### config.mk
export PLATFORM = sky130hd
export DESIGN_NAME = masked_pipe_reg
export DESIGN_NICKNAME = d
export VERILOG_FILES = /design/src/rtl/masked_pipe_reg.sv
export SDC_FILE = /design/constraint.sdc
export NUM_CORES = 1
export LEC_CHECK = 0
export CAP_MARGIN = 20
export CORE_MARGIN = 2
export CORE_UTILIZATION = 65
export DETAILED_ROUTE_END_ITERATION = 8
export DONT_BUFFER_PORTS = 1
export GPL_TIMING_DRIVEN = 0
export PLACE_DENSITY = 0.91
export SKIP_LAST_GASP = 1
export SYNTH_ARGS = -nofsm -noshare
export SYNTH_HDL_FRONTEND = slang
export SYNTH_SLANG_ARGS = --single-unit
### constraint.sdc
create_clock -name C -period 2.75 [get_ports C]
set_input_delay 0.55 -clock C [delete_from_list [all_inputs] [get_ports C]]
set_output_delay 0.55 -clock C [all_outputs]
set_load 0.02 [all_outputs]
### src/rtl/masked_pipe_reg.sv
// ============================================================================
// masked_pipe_reg : share-aware elastic pipeline register with optional
//                   input-stage re-masking for Boolean-masked datapaths.
// Rev 1.0
// ============================================================================
`default_nettype none

module masked_pipe_reg #(
    parameter int WIDTH   = 8,
    parameter int SHARES  = 2,
    parameter int DEPTH   = 2,
    parameter int REFRESH = 0
) (
    input  logic                                          C,
    input  logic                                          R,
    input  logic                                          in_valid,
    output logic                                          in_ready,
    input  logic [SHARES*WIDTH-1:0]                       in_data,
    input  logic [((SHARES > 1) ? (SHARES-1)*WIDTH : 1)-1:0] rnd,
    output logic                                          out_valid,
    input  logic                                          out_ready,
    output logic [SHARES*WIDTH-1:0]                       out_data
);

    logic [DEPTH-1:0]        v_q;
    logic [DEPTH-1:0]        v_d;
    logic [SHARES*WIDTH-1:0] d_q [DEPTH];
    logic [SHARES*WIDTH-1:0] d_d [DEPTH];
    logic [DEPTH-1:0]        w_adv;
    logic [SHARES*WIDTH-1:0] w_cap;
    logic                    w_down;

    // Re-masking touches each share only with randomness, never with another share.
    if (REFRESH != 0 && SHARES > 1) begin : g_refresh
        logic [WIDTH-1:0] w_mix;
        always_comb begin
            w_mix = '0;
            w_cap = in_data;
            for (int j = 0; j < SHARES-1; j++) begin
                w_cap[j*WIDTH +: WIDTH] = in_data[j*WIDTH +: WIDTH] ^ rnd[j*WIDTH +: WIDTH];
                w_mix = w_mix ^ rnd[j*WIDTH +: WIDTH];
            end
            w_cap[(SHARES-1)*WIDTH +: WIDTH] = in_data[(SHARES-1)*WIDTH +: WIDTH] ^ w_mix;
        end
    end else begin : g_passthru
        logic w_unused_rnd;
        assign w_cap        = in_data;
        assign w_unused_rnd = ^rnd;
    end

    always_comb begin
        w_down = out_ready;
        w_adv  = '0;
        for (int k = DEPTH-1; k >= 0; k--) begin
            w_adv[k] = !v_q[k] | w_down;
            w_down   = w_adv[k];
        end

        v_d = v_q;
        d_d = d_q;
        if (w_adv[0]) begin
            v_d[0] = in_valid;
            if (in_valid) begin
                d_d[0] = w_cap;
            end
        end
        for (int k = 1; k < DEPTH; k++) begin
            if (w_adv[k]) begin
                v_d[k] = v_q[k-1];
                if (v_q[k-1]) begin
                    d_d[k] = d_q[k-1];
                end
            end
        end
    end

    always_ff @(posedge C or negedge R) begin
        if (!R) begin
            v_q <= '0;
            for (int k = 0; k < DEPTH; k++) begin
                d_q[k] <= '0;
            end
        end else begin
            v_q <= v_d;
            for (int k = 0; k < DEPTH; k++) begin
                d_q[k] <= d_d[k];
            end
        end
    end

    assign in_ready  = w_adv[0];
    assign out_valid = v_q[DEPTH-1];
    assign out_data  = d_q[DEPTH-1];

endmodule

`default_nettype wire

==> flow_summary.json, run 1 <==
{
  "drive_above_1_share": 0.612,
  "postCtsSetupBuffers": 0,
  "maxCapViolCount": 0,
  "hold_class": "in -> async",
  "grt_pass1_vias": 706,
  "numCtsBuffers": 5,
  "period_share": 0.574,
  "endpoint_kind": "primary output",
  "slew_headroom": 0.794,
  "antenna_found_initial": 0,
  "synth_cell_type_count": 9,
  "grt_pass1_wl_um": 3130,
  "syn_to_final_growth_pct": 7.00,
  "rsz0062_at_grt": "no",
  "die_h_um": 50.6,
  "viasPerCell": 5.34,
  "worstPathCellList": "nand3b_4",
  "clock_path_buffers": 2,
  "crit_arrival_ns": 1.03,
  "antennaDiodeCount": 0,
  "placed_area_mm2": 0.00145,
  "setup_viol_count_final": 0,
  "worstReg2RegStart": "v_q[1]$_DFFE_PN0P_",
  "ant_nets": 0,
  "worstSetupPathType": "reg -> out",
  "vdd_drop_max_mv": 0.590,
  "syn-num-nets": 118,
  "cp-start-kind": "flip-flop",
  "fin_nets": 126,
  "cts_tree": "built",
  "gp_congestion": 0.564,
  "fin_crit_ns": 1.58,
  "via_count": 668,
  "overflow": 0,
  "critPathTopFamily": "flip-flops",
  "synth_warnings": 0,
  "fin_skew_ns": 0.00461,
  "stdcell_count": 125,
  "cts_sinks": 34,
  "finish.utilization": 0.755,
  "clk_latency_ns": 0.31,
  "cp_slowest_stage_delay_ns": 0.53,
  "drt-total-wl_um": 2010,
  "wl_per_cell_um": 16.0,
  "grt_util_all_layers": 0.175,
  "worstRegToRegCells": 4,
  "tns_ns": 0,
  "worst_path_max_delay_cell": "dfrtp_1",
  "yosys_register_bits": 34,
  "start_util": 0.706,
  "outcome": "finished clean",
  "critPathBufInv": 0,
  "synth-seq-area-share": 0.602,
  "hold_violations": 0,
  "drt_pass1_iterations": 3,
  "cts_max_level": 2,
  "syn_area_per_cell_um2": 15.7,
  "syn_inst": 90,
  "critical_path_cell_count": 1,
  "path_max_fanout": 3,
  "r2r-end": "d_q[20]$_DFFE_PN0P_",
  "dieArea_mm2": 0.00256,
  "rrSetupSlack_ns": 1.22,
  "tightest_slew_ns": 0.310,
  "io_pins": 46,
  "initialDrtViolationCount": 5,
  "grt_max_degree": 35,
  "rows": 16,
  "mappedNetlistArea_mm2": 0.00141,
  "die_w_um": 50.6,
  "cts_root_buffer": "clkbuf_4",
  "postLayoutCellArea_mm2": 0.00151,
  "core_area_mm2": 0.00200,
  "fmax_mhz": 633,
  "p_leak_uw": 0.000678,
  "worstPathRequired_ns": 2.20,
  "maxSlewViolCount": 0,
  "power.density_mw_per_mm2": 804,
  "cts.clk_slew.worst_paths_ns": 0.09,
  "post-place-cells": 117,
  "port_buffers": 0,
  "hold_ws_ns": 0.0565,
  "drcViolationCount": 0
}
-- registers in the layout (all words and copies together) (netlist names) --
signal and count:
out_data 16, d_q 16, v_q 2
-- report_power, final --
group	switching [uW]	internal (uW)	leakage, uW
Clock	138	96.4	0.0000254
Sequential	52.5	598	0.000395
Combinational	158	171	0.000257
Total	349	866	0.000678
-- metal layers --
metal	wire [um]	GRT usage
met1	803	0.181
met4	10	0.0676
met2	1090	0.322
met3	104	0.0595
met5	0	0
-- metrics by stage --
stage / total power [uW] / setup WS [ns]
after floorplan: 941 / 1.28
after global placement: 965 / 1.20
after detailed placement: 984 / 1.16
after CTS: 1230 / 1.14
after global routing: 1280 / 1.11
final: 1220 / 1.17
-- logic make-up after synthesis --
logic type,count (synthesis),synth area share
flops,34,0.602
mux,32,0.255
buf+inv,18,0.101
simple gates,6,0.0416
-- layout make-up --
cell class | instances | area (um2)
multi-input cells | 38 | 419
repair buffers | 1 | 20.0
fillers | 128 | 490
flip-flops and latches | 34 | 851
well taps | 27 | 33.8
clock buffers | 7 | 45.0
plain buffers | 18 | 143
-- synth_stat cells, drive strengths merged --
master | n | area share
buf | 18 | 0.10
dfrtp | 34 | 0.60
mux2 | 32 | 0.26
nand2 | 2 | 0.012
nand2b | 3 | 0.015
nand3b | 1 | 0.014
-- worst max path at each step --
stage,slack (ns),end,startpoint
2_1_floorplan,1.28,d_q[16]$_DFFE_PN0P_,out_ready
3_3_place_gp,1.20,d_q[18]$_DFFE_PN0P_,out_ready
3_5_place_dp,1.16,d_q[20]$_DFFE_PN0P_,out_ready
4_1_cts,1.14,in_ready,v_q[1]$_DFFE_PN0P_
5_1_grt,1.11,in_ready,v_q[1]$_DFFE_PN0P_
6_report,1.17,in_ready,v_q[1]$_DFFE_PN0P_
-- timing repair --
action / 4_1_cts / 5_1_grt
hold buffers: 1 / 0
endpoints found under the hold margin: 34 / 0
gates resized for setup: 0 / 0
-- layout by cell type (no fill, tap or decap), drive strengths merged --
master   n
dfrtp   34
mux2    32
buf     19
clkbuf   7
nand2b   3
nand2    2
nand3b   1
Power figures use the tool's default switching activity.
==> run 2: changes to the inputs <==
CORE_UTILIZATION = 54   (was 65)
PLACE_DENSITY = 0.82   (was 0.91)
clock period = 1.3 ns   (was 2.75 ns; I/O delays follow)
==> flow_summary.json, run 2 (synthesized netlist as in run 1, its figures left out) <==
{
  "tightest_slew_ns": 0.182,
  "hold_class": "in -> reg",
  "cts_tree": "built",
  "io_pins": 46,
  "power.density_mw_per_mm2": 1610,
  "final_cell_mix": "dfrtp_1, mux2_2, buf_4, mux2_4, clkbuf_4",
  "maxSlewViolCount": 0,
  "seqPwrFrac": 0.512,
  "worstPathCellList": "nand3b_4 -> nand2_8 -> buf_8 -> mux2_4",
  "endpoint_kind": "flip-flop",
  "numCtsBuffers": 5,
  "rrSetupSlack_ns": -0.04,
  "mostFrequentLayoutCell": "dfrtp_1",
  "final.setup.worst_slack_ns": -0.0393,
  "worstPathRequired_ns": 1.49,
  "stdcell_count": 134,
  "rows": 18,
  "setup_viol_count_final": 16,
  "period_share": 1.03,
  "rsz0062_at_grt": "yes",
  "worstRegToRegCells": 4,
  "vdd_drop_max_mv": 1.05,
  "r2r-end": "d_q[24]$_DFFE_PN0P_",
  "p_leak_uw": 0.000789,
  "port_buffers": 0,
  "ant_nets": 0,
  "overflow": 0,
  "grt_util_all_layers": 0.168,
  "fin_nets": 131,
  "grt_pass1_vias": 737,
  "finish.utilization": 0.676,
  "wl_per_cell_um": 17.0,
  "p_sw_uw": 771,
  "cts_max_level": 2,
  "antenna_found_initial": 0,
  "viasPerCell": 5.37,
  "path_max_fanout": 5,
  "start_util": 0.570,
  "grt_max_degree": 35,
  "cp-start-kind": "flip-flop",
  "cts.clk_slew.worst_paths_ns": 0.10,
  "initialDrtViolationCount": 4,
  "slew_headroom": 0.878,
  "combPwrFrac": 0.297,
  "clock_path_buffers": 2,
  "post-place-cells": 120,
  "crit_arrival_ns": 1.53,
  "die_h_um": 55.1,
  "die_w_um": 55.1,
  "hold_depth": 1,
  "drive_above_1_share": 0.635,
  "drcViolationCount": 0,
  "fin_crit_ns": 1.34,
  "p_int_uw": 1930,
  "clk_latency_ns": 0.31,
  "worstSetupPathType": "reg -> reg",
  "hold_path_end": "v_q[0]$_DFFE_PN0P_",
  "cp_slowest_stage_delay_ns": 0.48,
  "antennaDiodeCount": 0,
  "maxCapViolCount": 0,
  "via_count": 719,
  "outcome": "complete, but fails checks",
  "switching_share": 0.286,
  "total_power_uw": 2700,
  "critPathTopFamily": "flip-flops",
  "grt_pass1_wl_um": 3440,
  "critPathBufInv": 1,
  "gp_congestion": 0.568,
  "core_area_mm2": 0.00248,
  "cts_sinks": 34,
  "drt-total-wl_um": 2280,
  "worstReg2RegStart": "v_q[1]$_DFFE_PN0P_",
  "hold_start": "in_valid",
  "worst_path_max_delay_cell": "dfrtp_2",
  "hold_violations": 0,
  "fin_skew_ns": 0.0111,
  "dieArea_mm2": 0.00304,
  "power_frac_clock": 0.191,
  "violations": "negative setup slack",
  "fmax_mhz": 747,
  "syn_to_final_growth_pct": 18.6,
  "drt_pass1_iterations": 4,
  "cts_root_buffer": "clkbuf_4"
}
run 2: cell count changes in the layout (fill, tap and decap cells not counted), sizes merged:
cell	before	now
buf	19	23
clkbuf	7	8
dlygate4sd3	0	1
run 2: worst max path at each step:
stage,cells past startpoint,slack (ns),startpoint,endpoint
floorplan,4,0.001,v_q[1]$_DFFE_PN0P_,d_q[16]$_DFFE_PN0P_
global placement,4,-0.09,v_q[1]$_DFFE_PN0P_,d_q[16]$_DFFE_PN0P_
detailed placement,4,-0.11,v_q[1]$_DFFE_PN0P_,d_q[24]$_DFFE_PN0P_
CTS,4,-0.07,v_q[1]$_DFFE_PN0P_,d_q[20]$_DFFE_PN0P_
global route,4,-0.08,v_q[1]$_DFFE_PN0P_,d_q[23]$_DFFE_PN0P_
finish,4,-0.04,v_q[1]$_DFFE_PN0P_,d_q[24]$_DFFE_PN0P_
run 2: layout make-up:
type	count	area [um2]
Buffer	18	155
Clock buffer	8	48.8
Fill cell	188	802
Multi-Input combinational cell	38	489
Sequential cell	34	853
Tap cell	30	37.5
Timing Repair Buffer	6	91.3
run 2: repair_timing:
action,4_1_cts,5_1_grt
hold buffers,2,0
cloned,1,0
resized for setup,16,9
setup buffers,3,0
hold endpoints to repair,34,0
pin swaps,3,2
setup endpoints to repair,20,28
run 2: stage by stage:
stage / worst slack (ns) / setup TNS, ns / hold WS (ns) / cell area [um2]
2_1_floorplan: 0.00121 / 0 / -0.0356 / 1410
3_3_place_gp: -0.0873 / -1.41 / -0.0348 / 1450
3_5_place_dp: -0.112 / -1.68 / -0.0347 / 1450
4_1_cts: -0.0660 / -0.968 / 0.0357 / 1640
5_1_grt: -0.0798 / -1.13 / 0.0243 / 1680
6_report: -0.0393 / -0.436 / 0.0519 / 1680
run 2: layer usage:
layer  part of all wire  track usage  vias to the layer above  wire length [um]
met1               0.39        0.191                      370               886
li1                   -            -                      322                 -
met2               0.55        0.296                       25              1250
met3              0.058       0.0618                        2               133
met5                  0            0                        -                 0
met4             0.0061       0.0488                        0                14
run 2: worst reg2reg max path, cell delays in order (launching register included):
cell	delay (ns)
dfrtp_2	0.48
nand3b_4	0.18
nand2_8	0.13
buf_8	0.13
mux2_4	0.30
run 2: power groups by stage:
stage	clock (uW)	sequential, uW	combinational, uW
finish	514	1380	800
global route	580	1410	854
CTS	541	1380	784
detailed placement	0	1400	680
global placement	0	1380	661
floorplan	0	1360	628
==> run 3: changes to the inputs <==
CORE_UTILIZATION = 65   (was 54)
PLACE_DENSITY = 0.91   (was 0.82)
clock period = 1.7 ns   (was 1.3 ns; I/O delays follow)
==> flow_summary.json, run 3 (synthesized netlist as in run 1, its figures left out) <==
{
  "worst_path_max_delay_cell": "dfrtp_1",
  "postCtsSetupBuffers": 0,
  "grt_max_degree": 35,
  "via_count": 670,
  "worstReg2RegStart": "v_q[1]$_DFFE_PN0P_",
  "start_util": 0.706,
  "drt_pass1_iterations": 3,
  "setup_viol_count_final": 0,
  "hold_violations": 0,
  "fmax_mhz": 640,
  "overflow": 0,
  "finish.utilization": 0.760,
  "clk_latency_ns": 0.31,
  "wl_met3_um": 107,
  "fin_nets": 127,
  "cp-start-kind": "flip-flop",
  "clock_path_buffers": 2,
  "drive_above_1_share": 0.606,
  "worstPathRequired_ns": 1.89,
  "worstRegToRegCells": 4,
  "r2r-end": "d_q[20]$_DFFE_PN0P_",
  "syn_to_final_growth_pct": 7.71,
  "cts_sinks": 34,
  "grt_pass1_wl_um": 3180,
  "maxCapViolCount": 0,
  "seq_area_um2": 851,
  "cp-endpoint": "d_q[20]$_DFFE_PN0P_",
  "dpl_worst_slack_ns": 0.163,
  "rrSetupSlack_ns": 0.14,
  "tightest_slew_ns": 0.333,
  "tns_ns": 0,
  "multi_input_area_um2": 419,
  "io_pins": 46,
  "hold_class": "in -> reg",
  "cp-startpoint": "v_q[1]$_DFFE_PN0P_",
  "initialDrtViolationCount": 5,
  "drcViolationCount": 0,
  "met1_length_um": 822,
  "fin_crit_ns": 1.56,
  "dieArea_mm2": 0.00256,
  "port_buffers": 0,
  "grt_pass1_vias": 713,
  "fin_skew_ns": 0.00768,
  "ant_nets": 0,
  "rsz0062_at_grt": "no",
  "slew_headroom": 0.778,
  "power.density_mw_per_mm2": 1300,
  "die_h_um": 50.6,
  "endpoint_kind": "flip-flop",
  "routed.top_layer": "met4",
  "antennaDiodeCount": 0,
  "worstSetupPathType": "reg -> reg",
  "cts_tree": "built",
  "cts.clk_slew.worst_paths_ns": 0.09,
  "maxSlewViolCount": 0,
  "period_share": 0.919,
  "wl_met2_um": 1110,
  "mostFrequentLayoutCell": "dfrtp_1",
  "crit_arrival_ns": 1.76,
  "path_max_fanout": 10,
  "cts_max_level": 2,
  "viasPerCell": 5.32,
  "outcome": "finished clean",
  "core_area_mm2": 0.00200,
  "wl_per_cell_um": 16.3,
  "vdd_drop_max_mv": 0.959,
  "cp_slowest_stage_delay_ns": 0.55,
  "antenna_found_initial": 0,
  "die_w_um": 50.6,
  "gp_congestion": 0.564,
  "numCtsBuffers": 5,
  "cts_root_buffer": "clkbuf_4",
  "worstPathCellList": "nand3b_4 -> nand2_4 -> buf_6 -> mux2_2",
  "final_cell_mix": "dfrtp_1, mux2_2, buf_4, clkbuf_4",
  "grt_util_all_layers": 0.179,
  "rows": 16,
  "final.setup.worst_slack_ns": 0.138,
  "fillers": 124,
  "drt-total-wl_um": 2050,
  "p_leak_uw": 0.000682
}
==> run 3: cell count changes in the layout (fill, tap and decap cells not counted), moves of 2 or more <==
| cell | before | now |
|---|---|---|
| dfrtp_1 | 32 | 34 |
| buf_8 | 2 | 0 |
| mux2_2 | 17 | 32 |
| dfrtp_2 | 2 | 0 |
| mux2_4 | 15 | 0 |
==> run 3: area by class of cell <==
type	instances	share of cell area
plain buffers	18	0.0938
flip-flops and latches	34	0.559
clock buffers	7	0.0296
repair buffers	2	0.0197
multi-input cells	38	0.275
well taps	27	0.0222
==> run 3: per-layer routing <==
layer,vias to the layer above,global-route usage
met3,2,0.0595
li1,314,-
met1,331,0.181
met5,-,0
met2,23,0.336
met4,0,0.0676
==> run 3: worst min-delay path by stage <==
stage | cells past startpoint | endpoint | slack, ns | from
final | 1 | v_q[0]$_DFFE_PN0P_ | 0.13 | in_valid
after global placement | 0 | v_q[1]$_DFFE_PN0P_ | 0.05 | R
after CTS | 1 | v_q[0]$_DFFE_PN0P_ | 0.12 | in_valid
after floorplan | 0 | d_q[16]$_DFFE_PN0P_ | 0.04 | R
after detailed placement | 0 | v_q[1]$_DFFE_PN0P_ | 0.05 | R
after global routing | 1 | v_q[0]$_DFFE_PN0P_ | 0.12 | in_valid
==> run 3: report_power, final <==
| group | switching, uW | internal [uW] |
|---|---|---|
| clock network | 226 | 156 |
| logic | 257 | 279 |
| registers | 85.1 | 968 |
| total | 568 | 1400 |
==> run 3: critical path, delay by kind of cell (launching register included) <==
kind          cells  cell delay (ns)
mux               1             0.35
flops             1             0.55
buf+inv           1             0.18
simple gates      2             0.36
==> run 3: per-stage QoR <==
stage	hold WS [ns]	instance area, um2	cells	power [uW]
final	0.133	1520	126	1970
after global routing	0.120	1520	126	2070
after CTS	0.121	1520	126	2000
after detailed placement	0.0451	1450	117	1590
after global placement	0.0450	1450	117	1560
after floorplan	0.0444	1410	90	1520
==> run 3: repair_timing <==
item	4_1_cts	5_1_grt
hold endpoints to repair	34	0
resized for setup	0	0
hold buffers	2	0
